`config.mk`:
```
export PLATFORM = sky130hd
export DESIGN_NAME = poly_operand_feeder_flat
export DESIGN_NICKNAME = d
export VERILOG_FILES = /design/src/rtl/poly_operand_feeder_if.sv /design/src/rtl/poly_operand_feeder.sv /design/src/flat_wrapper.sv
export SDC_FILE = /design/constraint.sdc
export NUM_CORES = 1
export LEC_CHECK = 0
export ABC_AREA = 1
export CORE_ASPECT_RATIO = 2
export CORE_MARGIN = 2
export CORE_UTILIZATION = 50
export CTS_BUF_LIST = sky130_fd_sc_hd__clkbuf_8
export CTS_CLUSTER_DIAMETER = 30
export CTS_CLUSTER_SIZE = 8
export DETAILED_ROUTE_END_ITERATION = 8
export GPL_ROUTABILITY_DRIVEN = 0
export HOLD_SLACK_MARGIN = 0.05
export PLACE_DENSITY = 0.77
export SYNTH_ARGS = -nofsm -noshare
export SYNTH_HDL_FRONTEND = slang
export SYNTH_SLANG_ARGS = --single-unit
```
`constraint.sdc`:
```
create_clock -name clk -period 4.2 [get_ports clk]
set_clock_uncertainty 0.2 [all_clocks]
set_input_delay 0.63 -clock clk [delete_from_list [all_inputs] [get_ports clk]]
set_output_delay 0.63 -clock clk [all_outputs]
set_load 0.02 [all_outputs]
```
`src/rtl/poly_operand_feeder_if.sv`:
```
// ============================================================================
// Module   : poly_operand_feeder_if
// Purpose  : Host write side and evaluator handshake bundle for the feeder.
// Revision : 1.0 - initial release
// ============================================================================
`default_nettype none

interface poly_operand_feeder_if #(
    parameter int ADDR_W = 3
);
    logic              wr_en;
    logic [7:0]        wr_data;
    logic              wr_full;
    logic [ADDR_W:0]   fifo_count;
    logic              overflow;
    logic [7:0]        data_out;
    logic              go;
    logic [7:0]        result_in;
    logic [7:0]        result_out;
    logic              result_valid;
    logic              busy;

    // master: host plus evaluator environment; slave: the feeder itself
    modport master (
        output wr_en, wr_data, result_in,
        input  wr_full, fifo_count, overflow, data_out, go,
               result_out, result_valid, busy
    );

    modport slave (
        input  wr_en, wr_data, result_in,
        output wr_full, fifo_count, overflow, data_out, go,
               result_out, result_valid, busy
    );
endinterface

`default_nettype wire

```
`src/rtl/poly_operand_feeder.sv`:
```
// ============================================================================
// Module   : poly_operand_feeder
// Purpose  : Buffers A,B,C,X operand bytes and replays the evaluator's go
//            press/release handshake per word, then captures the result.
// Revision : 1.0 - initial release
// ============================================================================
`default_nettype none

module poly_operand_feeder #(
    parameter int DEPTH        = 8,
    parameter int ADDR_W       = 3,
    parameter int GO_HIGH      = 2,
    parameter int GO_LOW       = 2,
    parameter int COMPUTE_WAIT = 6
) (
    input  logic                  clk,
    input  logic                  resetn,
    poly_operand_feeder_if.slave  bus
);

    typedef enum logic [2:0] {
        S_IDLE    = 3'd0,
        S_SETUP   = 3'd1,
        S_PRESS   = 3'd2,
        S_RELEASE = 3'd3,
        S_COMPUTE = 3'd4,
        S_CAPTURE = 3'd5
    } state_t;

    localparam logic [ADDR_W:0] C_DEPTH        = (ADDR_W+1)'(DEPTH);
    localparam logic [ADDR_W:0] C_SET_BYTES    = (ADDR_W+1)'(4);
    localparam logic [7:0]      C_HIGH_LAST    = 8'(GO_HIGH - 1);
    localparam logic [7:0]      C_LOW_LAST     = 8'(GO_LOW - 1);
    localparam logic [7:0]      C_COMPUTE_LAST = 8'(COMPUTE_WAIT - 1);

    state_t              state_q, state_d;
    logic [7:0]          timer_q, timer_d;
    logic [1:0]          word_idx_q, word_idx_d;
    logic [ADDR_W-1:0]   wr_ptr_q, rd_ptr_q;
    logic [ADDR_W:0]     count_q;
    logic [7:0]          mem_q [DEPTH];
    logic                overflow_q;
    logic [7:0]          data_out_q;
    logic                go_q;
    logic [7:0]          result_q;
    logic                valid_q;

    logic                w_full;
    logic                w_wr_accept;
    logic                w_pop;
    logic                w_capture;

    assign w_full      = (count_q == C_DEPTH);
    assign w_wr_accept = bus.wr_en && !w_full;

    always_comb begin
        state_d    = state_q;
        timer_d    = timer_q;
        word_idx_d = word_idx_q;
        w_pop      = 1'b0;
        w_capture  = 1'b0;
        case (state_q)
            S_IDLE: begin
                if (count_q >= C_SET_BYTES) begin
                    w_pop      = 1'b1;
                    word_idx_d = 2'd0;
                    timer_d    = 8'd0;
                    state_d    = S_SETUP;
                end
            end
            S_SETUP: begin
                timer_d = 8'd0;
                state_d = S_PRESS;
            end
            S_PRESS: begin
                if (timer_q == C_HIGH_LAST) begin
                    timer_d = 8'd0;
                    state_d = S_RELEASE;
                end else begin
                    timer_d = timer_q + 8'd1;
                end
            end
            S_RELEASE: begin
                if (timer_q == C_LOW_LAST) begin
                    timer_d = 8'd0;
                    if (word_idx_q != 2'd3) begin
                        w_pop      = 1'b1;
                        word_idx_d = word_idx_q + 2'd1;
                        state_d    = S_SETUP;
                    end else begin
                        state_d = S_COMPUTE;
                    end
                end else begin
                    timer_d = timer_q + 8'd1;
                end
            end
            S_COMPUTE: begin
                if (timer_q == C_COMPUTE_LAST) begin
                    timer_d = 8'd0;
                    state_d = S_CAPTURE;
                end else begin
                    timer_d = timer_q + 8'd1;
                end
            end
            S_CAPTURE: begin
                w_capture = 1'b1;
                state_d   = S_IDLE;
            end
            default: begin
                state_d = S_IDLE;
                timer_d = 8'd0;
            end
        endcase
    end

    // Storage carries no reset: pointers and count define which entries are live.
    always_ff @(posedge clk) begin
        if (w_wr_accept) begin
            mem_q[wr_ptr_q] <= bus.wr_data;
        end
    end

    always_ff @(posedge clk) begin
        if (!resetn) begin
            state_q    <= S_IDLE;
            timer_q    <= 8'd0;
            word_idx_q <= 2'd0;
            wr_ptr_q   <= '0;
            rd_ptr_q   <= '0;
            count_q    <= '0;
            overflow_q <= 1'b0;
            data_out_q <= 8'd0;
            go_q       <= 1'b0;
            result_q   <= 8'd0;
            valid_q    <= 1'b0;
        end else begin
            state_q    <= state_d;
            timer_q    <= timer_d;
            word_idx_q <= word_idx_d;
            if (w_wr_accept) begin
                wr_ptr_q <= wr_ptr_q + 1'b1;
            end
            if (w_pop) begin
                rd_ptr_q   <= rd_ptr_q + 1'b1;
                data_out_q <= mem_q[rd_ptr_q];
            end
            case ({w_wr_accept, w_pop})
                2'b10:   count_q <= count_q + 1'b1;
                2'b01:   count_q <= count_q - 1'b1;
                default: count_q <= count_q;
            endcase
            if (bus.wr_en && w_full) begin
                overflow_q <= 1'b1;
            end
            go_q    <= (state_d == S_PRESS);
            valid_q <= w_capture;
            if (w_capture) begin
                result_q <= bus.result_in;
            end
        end
    end

    assign bus.wr_full      = w_full;
    assign bus.fifo_count   = count_q;
    assign bus.overflow     = overflow_q;
    assign bus.data_out     = data_out_q;
    assign bus.go           = go_q;
    assign bus.result_out   = result_q;
    assign bus.result_valid = valid_q;
    assign bus.busy         = (state_q != S_IDLE);

endmodule

`default_nettype wire

```
`src/flat_wrapper.sv`:
```
// flat-port wrapper written by rule: the top's interface ports become plain ports
module poly_operand_feeder_flat 
#(
    parameter int DEPTH        = 8,
    parameter int ADDR_W       = 3,
    parameter int GO_HIGH      = 2,
    parameter int GO_LOW       = 2,
    parameter int COMPUTE_WAIT = 6
)
  (clk, resetn, bus_wr_en, bus_wr_data, bus_result_in, bus_wr_full, bus_fifo_count, bus_overflow, bus_data_out, bus_go, bus_result_out, bus_result_valid, bus_busy);
  poly_operand_feeder_if #(.ADDR_W(ADDR_W)) bus_i ();
  input  logic clk;
  input  logic resetn;
  input wire logic [$bits(bus_i.wr_en)-1:0] bus_wr_en;
  input wire logic [$bits(bus_i.wr_data)-1:0] bus_wr_data;
  input wire logic [$bits(bus_i.result_in)-1:0] bus_result_in;
  output wire logic [$bits(bus_i.wr_full)-1:0] bus_wr_full;
  output wire logic [$bits(bus_i.fifo_count)-1:0] bus_fifo_count;
  output wire logic [$bits(bus_i.overflow)-1:0] bus_overflow;
  output wire logic [$bits(bus_i.data_out)-1:0] bus_data_out;
  output wire logic [$bits(bus_i.go)-1:0] bus_go;
  output wire logic [$bits(bus_i.result_out)-1:0] bus_result_out;
  output wire logic [$bits(bus_i.result_valid)-1:0] bus_result_valid;
  output wire logic [$bits(bus_i.busy)-1:0] bus_busy;
  assign bus_i.wr_en = bus_wr_en;
  assign bus_i.wr_data = bus_wr_data;
  assign bus_i.result_in = bus_result_in;
  assign bus_wr_full = bus_i.wr_full;
  assign bus_fifo_count = bus_i.fifo_count;
  assign bus_overflow = bus_i.overflow;
  assign bus_data_out = bus_i.data_out;
  assign bus_go = bus_i.go;
  assign bus_result_out = bus_i.result_out;
  assign bus_result_valid = bus_i.result_valid;
  assign bus_busy = bus_i.busy;
  poly_operand_feeder #(.DEPTH(DEPTH), .ADDR_W(ADDR_W), .GO_HIGH(GO_HIGH), .GO_LOW(GO_LOW), .COMPUTE_WAIT(COMPUTE_WAIT)) u_core (.clk(clk), .resetn(resetn), .bus(bus_i));
endmodule
```
==> out/summary.md, run 1 <==
The count of endpoints failing hold in the final timing report is 0, and the sum of overflow across all layers after global routing is 0. The relative slew slack is 0.4305, and the proportion of layout cells with a drive suffix above 1 is 0.1042. After the first detailed-routing iteration, the DRC count stood at 139. The first global-routing pass estimated 15330 µm of wire. The run gives 0 as the number of antenna violations at the first check in global routing. Data on the critical path is required at its endpoint by 3.37 ns. The logs give 484 for the number of standard cells after synthesis and 0.5997 for the proportion of synthesized chip area in sequential cells.

The clock transition time at the flip-flop clock pins of the worst setup and hold paths works out to 0.10 ns. The cell area that synthesis handed to floorplanning was 4607 µm². For the final-layout fill cell count, the log shows 773.

After floorplanning, the core was divided into 49 placement rows. The run gives 1.802 mW as the internal power component. The vertical die dimension was 139.8 µm. In the final layout, flip-flops and latches occupy 2763 µm².

For the logic gate share of total power, the log shows 0.352. The tools report the root cell of the clock tree as clkbuf_8. The critical path goes through inv_2, nand4_1, inv_1, clkdlybuf4s50_1.

The number of global-route vias before repair was 3335; the switching fraction of total power was 0.3813. Effective utilization at floorplan: 0.5147. Fraction of the cycle the final worst path needs: 0.6123. The worst path needs 2.572 ns of the cycle, external delays included.

The quantity of I/O buffers inserted on ports was 43. The run gives 388.9 MHz as the upper clock frequency limit. The number of buffers inserted for hold repair after clock tree synthesis is 0. The top cell types in the final layout, fill and taps aside, are 105 x nand2_1, 64 x edfxtp_1, 62 x nand3_1.

In this design, the largest share of critical-path delay is due to buffers and inverters. The average instance area after synthesis is 9.518 µm². The type of element launching the critical path was a register. TritonCTS built the clock tree. The flow ran to the end, and the final reports show no timing, DRC or antenna violations. The final sum of negative setup slack was 0 ns.

For this run, the number of standard cells in the final layout without fillers is 630. Setup repair after global routing left no endpoint under its margin. The run gives 2.023 nW as the static power due to leakage. For this run, the detailed router's first-pass iteration total came to 4. CTS built an H-tree with a depth of 3. Clock network fraction of design power: 0.197.

The number of setup buffers added after CTS is 0. The number of failing setup endpoints in the final timing report is 0, and the clock insertion delay at the later pin of the skew report is 0.38 ns. In the final layout, the multi-input gates occupy 1589 µm². The tree built by TritonCTS fans out to 106 sinks. In this run, post-CTS repair resized a total of 0 instances. In this run, placement finished with an instance count of 614. The count of synthesis-stage warnings from yosys is 0, and the synthesis-stage register bit count is 106. For the pin with the worst max-slew slack, the measured transition is 0.8511 ns. The tools report the maximum clock insertion buffer count as 2.

Detailed placement ended at an HPWL of 7222 µm. The core region is 8951 µm². In this run, distinct cell masters in the synthesized netlist total 35. Total power for the finished layout comes to 2.913 mW.

The number of buffers and inverters on the critical path is 3. For the maximum VDD drop, the log shows 0.3526 mV. STA classifies the critical path endpoint as an output port.

The number of diodes came out at 0. The type of the worst setup path is register to output port. The area growth from synthesis to layout is 14.20%. Pin placement for this block handled 44 I/O pins.

The class of the tightest hold or removal check is register to register. The final layout contains routed wiring with a total length of 9525 µm. In this run the worst path has a maximum fanout of 5.

The final cell utilization of the core is 0.5878. The average routed wire per standard cell is 15.12 µm, and the highest cell delay on the worst timing path is 0.61 ns. The tools report the count of maximum capacitance violations as 0.

Counting every net in the synthesized netlist gives 511. In this run the remaining antenna-violating nets after routing total 0. For the number of max-slew violations in the final report, the log shows 0. The routed layout has 3419 vias. Entering global routing, the biggest net connects 36 pins. The width of the die is 71.88 µm.

Leaving out fill and tap cells, the most frequent cell in the layout is nand2_1. Buffers inserted during clock tree synthesis total 9. For this run, design rule violations remaining after detail routing come to 0. The sequential cell fraction of total power came out at 0.451.

Power spread over the standard cell area amounts to 553.7 nW/µm². Library cell contributing the largest single delay on the critical path: clkdlybuf4s50_1. The tools report the net total in the final layout as 550.

Data on the critical path arrives at its endpoint at 1.74 ns. Aggregate global-route resource usage: 0.2027. The tools report the reported net switching power as 1.111 mW. Using the TritonRoute via totals, the vias-per-cell ratio works out to 5.427.

The die covers 10040 µm².
-- through the flow --
step           hold WS, ns  setup WS, ns  area, µm²
2_1_floorplan       0.2585         1.866       4607
3_3_place_gp        0.2395         1.518       5085
3_5_place_dp        0.2447         1.438       5085
4_1_cts             0.2595         1.619       5261
5_1_grt             0.2786         1.478       5261
6_report            0.2556         1.628       5261
-- synthesized netlist by cell type --
cell type / count / area, µm²
dfxtp_1: 42 / 840.8
o21ai_0: 26 / 130.1
a21oi_2: 1 / 8.760
xor2_1: 2 / 17.52
a22oi_1: 1 / 7.510
nand2_2: 3 / 18.77
nand3_2: 3 / 30.03
nor2_2: 12 / 75.07
o21ai_1: 6 / 30.03
nand3_1: 62 / 310.3
buf_2: 10 / 50.05
nand4_1: 6 / 37.54
inv_4: 1 / 6.260
o211ai_1: 3 / 22.52
buf_8: 1 / 15.01
ha_1: 8 / 100.1
nor2_4: 2 / 22.52
buf_1: 1 / 3.750
nand4_4: 1 / 21.27
o21ai_2: 1 / 8.760
nor3_1: 3 / 15.01
a21oi_1: 10 / 50.05
nor3_2: 1 / 10.01
a31oi_1: 1 / 6.260
nor3b_1: 1 / 7.510
nor2_1: 57 / 214.0
edfxtp_1: 64 / 1922
inv_2: 10 / 37.54
nand2_1: 105 / 394.1
buf_6: 1 / 11.26
nand2_8: 1 / 20.02
inv_1: 31 / 116.4
nand2_4: 2 / 22.52
clkbuf_1: 4 / 15.01
xnor2_1: 1 / 8.760
-- metal layers --
| metal | GRT usage | part of all wire |
|---|---|---|
| met3 | 0.04127 | 0.026 |
| met1 | 0.1900 | 0.34 |
| met4 | 0.1023 | 0.040 |
| met2 | 0.3923 | 0.60 |
| met5 | 0 | 0 |
-- sequential cells by signal, summed over array words and instances (netlist names) --
signal,flops
u_core.mem_q,64
u_core.bus.data_out,8
u_core.bus.result_out,8
u_core.timer_q,8
u_core.bus.fifo_count,4
u_core.rd_ptr_q,3
u_core.state_q,3
u_core.wr_ptr_q,3
u_core.word_idx_q,2
u_core.bus.go,1
u_core.bus.overflow,1
u_core.bus.result_valid,1
-- kinds of logic (layout without fill, tap and decap cells) --
family / after synthesis / count (layout) / share of synthesized area
buffers and inverters: 59 / 103 / 0.05540
XOR/XNOR: 3 / 3 / 0.005704
adder cells (fa/ha/maj): 8 / 8 / 0.02173
AND/OR/NAND/NOR: 259 / 259 / 0.2602
AO/OA/AOI/OAI: 49 / 49 / 0.05731
flip-flops: 106 / 106 / 0.5997
-- path summary, 6_finish.rpt --
kind                            start  cells after the start                       end  slack [ns]
min               u_core.bus.overflow                      2       u_core.bus.overflow        0.26
max reg2reg         u_core.timer_q[1]                     15  u_core.bus.fifo_count[2]        1.69
min reg2reg       u_core.bus.overflow                      2       u_core.bus.overflow        0.26
max          u_core.bus.fifo_count[2]                      4               bus_wr_full        1.63
-- layout make-up --
| type | instances | area share |
|---|---|---|
| clock buffers | 9 | 0.02354 |
| clock inverters | 7 | 0.009988 |
| inverters | 42 | 0.03044 |
| multi-input cells | 319 | 0.3020 |
| flip-flops and latches | 106 | 0.5251 |
| well taps | 102 | 0.02426 |
| repair buffers | 45 | 0.08466 |
-- power by group through the flow --
stage	Clock (mW)	Combinational, mW	Sequential [mW]
finish	0.573	1.03	1.31
global route	0.633	1.15	1.33
CTS	0.585	1.03	1.31
detailed placement	0	1.03	1.34
global placement	0	0.995	1.33
floorplan	0	0.719	1.36
-- worst min-delay path, delay by kind of cell (launching register included) --
| kind | cells | cell delay [ns] |
|---|---|---|
| DFF | 1 | 0.32 |
| buffers and inverters | 1 | 0.04 |
| AOI/OAI and AO/OA | 1 | 0.05 |
No activity file was read; power rests on OpenSTA's default activity.
==> run 2, diff against run 1 <==
Clock period 4.2 ns to 2.5 ns, I/O delays scaled along.
==> out/summary.md, run 2 (same netlist as run 1, synthesis figures left out) <==
The fraction of the cycle the final worst path needs was 0.9342. The effective utilization at floorplan is 0.5147. The number of top-level pins came out at 44. The routed via count came out at 3520. The worst setup path is captured at an output port.

For the relative slew slack, the log shows 0.6351. The tree built by TritonCTS fans out to 106 sinks. The width of the die works out to 71.88 µm. TritonCTS built the clock tree. The worst register-to-register path ends at u_core.bus.fifo_count[2]. The number of remaining DRC errors is 0. For the wire length of the first global-routing pass, the log shows 15690 µm. The logs give 5.024 mW for the total power draw and 4 for the iteration count of the initial detailed-routing pass. Hold timing on the final database bottoms out at a slack of 0.2617 ns. Setup repair after global routing left no endpoint under its margin. The initialized floorplan defines 49 standard-cell rows. From synthesis to final layout, the design area changed by 17.16%.

The clock period minus worst slack works out to 2.335 ns. The aggregate global-route resource usage is 0.2048, and the die footprint is 10040 µm². Input and output buffers added on the ports amount to 43.

Leaving out fill and tap cells, the most frequent cell in the layout is nand2_1. Setup violations remaining at the end of the flow were counted as 0. The post-detailed-route count of antenna-violating nets was 0; the power density over the cells was 930.7 nW/µm².

The worst setup path is launched from a register. The tools report the number of max-slew violations in the final report as 0. The floorplan step set the die height to 139.8 µm. After the flow finishes, the layout carries non-filler instances totaling 646. After clock tree synthesis, the clock-pin slew on the worst setup and hold paths is 0.10 ns. Number of diodes: 0. After routing the design area is 5398 µm².

The flip-flop count of the largest register after layout is 64. The number of antenna violations at the first check in global routing came out at 0. In this run the clock root is driven by a clkbuf_8. The count of endpoints failing hold in the final timing report was 0. The proportion of layout cells with a drive suffix above 1 is 0.1379. The run finished with clean final reports. The worst hold path begins at u_core.bus.overflow. For this run, the top clock speed supported by timing is 428.2 MHz.

For the count of maximum capacitance violations, the log shows 0. At the later pin of the worst-skew pair, clock insertion delay measures 0.38 ns. After the last flow step, the layout net total stands at 566.

In the routed layout, each cell is associated on average with a via count of 5.449. The clock passes through at most 2 buffers. In this run the static leakage power is 2.110 nW. STA puts the critical path data required time at 1.92 ns. The H-tree generated during clock tree synthesis spans 3 levels. The average routed wire per standard cell works out to 15.26 µm. u_core.mem_q holds more flip-flops than any other register. The initial DRC count is 263. For the final sum of negative setup slack, the log shows 0 ns. The critical path is of the register to output port type. Endpoint of the worst hold-timing path: u_core.bus.overflow.

After detailed routing, the total wire length is 9861 µm. For the maximum number of pins on one net before global-route repair, the log shows 35. Counting cells, the worst reg-to-reg path comes to 15. After detailed placement, the design holds a cell count of 628. In this run the worst path has a maximum fanout of 5.

Buffers inserted during clock tree synthesis total 9. The logs give 3335 for the number of global-route vias before repair and 0.21 ns for the reg-to-reg setup timing slack. The worst register-to-register path begins at u_core.timer_q[1]. The tools report the arrival time at the worst endpoint as 1.76 ns.

Counting instances, the worst hold path has a depth of 2. The path class of the tightest hold or removal check is register to register. For this run the aggregate overflow at the end of global routing stands at 0.

The top cell types in the final layout, fill and taps aside, are 105 x nand2_1, 64 x edfxtp_1, 62 x nand3_1. The cell area after placement was 5190 µm²; the maximum VDD drop was 0.4646 mV. Summed over all nets, the half-perimeter wirelength after detailed placement is 6939 µm. The floorplan core area is 8951 µm², and the slew at the pin closest to its max-slew limit is 0.5466 ns.
## run 2: cell types whose count changed in the layout (fill, tap and decap cells not counted), sizes merged
| cell | change |
|---|---|
| buf | +16 |
## run 2: where the power goes
| part | total, mW | internal (mW) | leakage, nW | switching, mW |
|---|---|---|---|---|
| Clock | 1.00 | 0.380 | 0.0897 | 0.621 |
| Sequential | 2.17 | 2.04 | 0.923 | 0.129 |
| Combinational | 1.85 | 0.685 | 1.10 | 1.17 |
| Total | 5.02 | 3.10 | 2.11 | 1.92 |
## run 2: stage by stage
| stage | worst slack (ns) | util |
|---|---|---|
| after global routing | 0.06299 | 0.6030 |
| after detailed placement | 0.08682 | 0.5798 |
| after floorplan | 0.1659 | - |
| after global placement | 0.2122 | 0.5798 |
| final | 0.1646 | 0.6030 |
| after CTS | 0.1013 | 0.6004 |
## run 2: layout make-up
cell class / instances / area [µm²]
Fill cell: 749 / 3553
Tap cell: 102 / 127.6
Timing Repair Buffer: 61 / 565.5
Sequential cell: 106 / 2763
Multi-Input combinational cell: 319 / 1598
Clock inverter: 7 / 60.06
Clock buffer: 9 / 123.9
Inverter: 42 / 160.2
## run 2: how the worst max path moves through the flow
stage | slack [ns] | cells after the start | end | startpoint
after floorplan | 0.17 | 16 | u_core.bus.fifo_count[2] | u_core.timer_q[1]
after CTS | 0.10 | 15 | u_core.bus.fifo_count[2] | u_core.timer_q[1]
after detailed placement | 0.09 | 11 | u_core.bus.fifo_count[2] | bus_wr_en
after global placement | 0.21 | 11 | u_core.bus.fifo_count[2] | bus_wr_en
final | 0.16 | 4 | bus_wr_full | u_core.bus.fifo_count[2]
after global routing | 0.06 | 15 | u_core.bus.fifo_count[2] | u_core.timer_q[1]
## run 2: worst max-delay path: stages (launching register included)
cell	delay (ns)
dfxtp_1	0.38
inv_2	0.12
nand4_1	0.16
inv_1	0.11
clkdlybuf4s50_1	0.61
## run 2: routing by layer
layer	track usage	up-vias	wire length, µm
met5	0	-	0
met3	0.03403	29	323
met2	0.3855	96	5588
met1	0.2073	1667	3578
li1	-	1728	-
met4	0.1043	0	370
## run 2: repair_timing
action | CTS | global route
setup endpoints to repair | 0 | 1
gates resized for setup | 0 | 4
setup buffers | 0 | 2
hold buffers | 0 | 0
==> run 3, diff against run 2 <==
Settings changed: CORE_MARGIN 2 to 3.
==> out/summary.md, run 3 (same netlist as run 1, synthesis figures left out) <==
The flow ran to the end, and the final reports show no timing, DRC or antenna violations. The H-tree depth reported by CTS is 3, and the final sum of negative setup slack is 0 ns. The tools report the type of element launching the critical path as a register. Summed over all layers, the global routing overflow is 0. The worst register-to-register path has a depth of 14. The net total in the final layout was 565; the initial DRC count was 198. The logs give 0 for the number of max-slew violations in the final report and 0 for the number of failing setup endpoints in the final timing report. The flip-flop count of the largest register after layout is 64.

Entering global routing, the biggest net connects 35 pins. For the sink count of the clock tree, the log shows 106. The run gives 0.1340 ns as the final critical-path setup slack.

The number of clock buffers added by TritonCTS is 9. In this run the static leakage power is 2.110 nW. The worst hold path passes through 2 cells. The logs give 0.5112 for the effective utilization at floorplan and 2.45 ns for the arrival time at the worst endpoint. The run gives 10470 µm² as the die footprint. TritonCTS built the clock tree.

u_core.mem_q holds more flip-flops than any other register. Setup repair after global routing left no endpoint under its margin. The worst-case IR drop observed on VDD is 0.6001 mV.

Highest net fanout along the worst path: 4. Before CTS, the worst setup slack after placement is 0.06504 ns. The logs give 0.2100 for the aggregate global-route resource usage and 1598 µm² for the area of combinational cells with multiple inputs. The core region is 9012 µm². The fraction of the cycle the final worst path needs is 0.9464, and the slew at the pin closest to its max-slew limit is 0.5459 ns.

For the number of global-route vias before repair, the log shows 3559. The proportion of layout cells with a drive suffix above 1 came out at 0.1326. In this run the remaining antenna-violating nets after routing total 0. After floorplanning, the core was divided into 49 placement rows.

The clock reaches the later pin of the worst-skew pair after 0.37 ns. The class of the tightest hold or removal check is register to register. The vertical die dimension is 141.8 µm, and the number of remaining DRC errors is 0. The power density over the cells was 937.3 nW/µm².

The clock transition time at the flip-flop clock pins of the worst setup and hold paths was 0.10 ns. The tools report the kind of end point of the critical path as a register. For the relative slew slack, the log shows 0.6356. The pre-antenna-repair detailed-routing pass consisted of 5 iterations.

Maximum clock insertion buffer count: 2. The count of endpoints failing hold in the final timing report is 0, and the count of maximum capacitance violations is 0. The average routed wire per standard cell was 15.54 µm; the total detailed-routing wirelength was 10020 µm. The worst setup path is of the register to register kind. In this run the count of I/O pins placed on the die edge is 44. For the upper clock frequency limit, the log shows 422.7 MHz.

The routed layout has 3451 vias. The wire length of the first global-routing pass was 16550 µm; the detailed placer's ending HPWL was 7117 µm. The library cell used most frequently in the layout, excluding fill and tap cells, is nand2_1.

Data required time at the worst endpoint: 2.58 ns. In the routed layout, each cell is associated on average with a via count of 5.350. Port buffering added 43 buffers.

Root cell of the clock tree: clkbuf_8. The repair_antennas step left the layout with diodes totalling 0. The storage element area is 2763 µm², and the width of the die is 73.88 µm. Counting the fill cells in the layout gives 775. The area growth from synthesis to layout is 17.16%.

The number of antenna violations at the first check in global routing came out at 0. The clock period minus worst slack works out to 2.366 ns. In the layout the commonest cells are 105 x nand2_1, 64 x edfxtp_1, 62 x nand3_1.
[run 3: timing repair]
| item | in CTS | in global routing |
|---|---|---|
| setup endpoints to repair | 0 | 1 |
| hold buffers | 0 | 0 |
| gates resized for setup | 0 | 3 |
| buffers inserted | 0 | 1 |
[run 3: final cells by class]
type / count / share of cell area
repair buffers: 60 / 0.1034
multi-input cells: 319 / 0.2960
flip-flops and latches: 106 / 0.5118
clock buffers: 9 / 0.02295
well taps: 102 / 0.02364
inverters: 42 / 0.02967
clock inverters: 7 / 0.01252
[run 3: through the flow]
step           instances  power, mW  hold slack, ns  utilization  instance area, µm²
5_1_grt              645      5.402          0.2982       0.5989                5398
6_report             645      5.059          0.2677       0.5989                5398
3_3_place_gp         628      3.979          0.2398       0.5759                5190
2_1_floorplan        484      3.493          0.2585            -                4607
3_5_place_dp         628      4.046          0.2513       0.5759                5190
4_1_cts              644      5.085          0.2663       0.5971                5381
[run 3: worst paths after layout]
kind                        from                       end  slack (ns)
min          u_core.bus.overflow       u_core.bus.overflow        0.27
max reg2reg    u_core.timer_q[0]  u_core.bus.fifo_count[2]        0.13
max            u_core.timer_q[0]  u_core.bus.fifo_count[2]        0.13
min reg2reg  u_core.bus.overflow       u_core.bus.overflow        0.27
[run 3: power by group]
| part | internal [mW] | leakage (nW) | switching (mW) | total, mW |
|---|---|---|---|---|
| clock | 0.460 | 0.0947 | 0.583 | 1.04 |
| sequential | 2.04 | 0.923 | 0.127 | 2.17 |
| combinational | 0.678 | 1.09 | 1.17 | 1.85 |
| total | 3.18 | 2.11 | 1.88 | 5.06 |
[run 3: layer usage]
| metal | vias up | wire (µm) | GRT usage |
|---|---|---|---|
| met5 | - | 0 | 0 |
| met4 | 0 | 288 | 0.1127 |
| met3 | 20 | 325 | 0.04255 |
| met2 | 78 | 5711 | 0.3816 |
| met1 | 1626 | 3696 | 0.2151 |
| li1 | 1727 | - | - |
[run 3: critical path, stage by stage, from the launching register on]
cell and delay (ns):
dfxtp_1 0.38, ha_1 0.21, nand3_2 0.13, nor2_4 0.15, nand2_4 0.09, nand2_8 0.06
ha_2 0.20, nand2_1 0.08, inv_1 0.08, nor2_2 0.05, ha_1 0.19, a21oi_2 0.15
xnor2_1 0.09, o21ai_0 0.15, inv_1 0.05
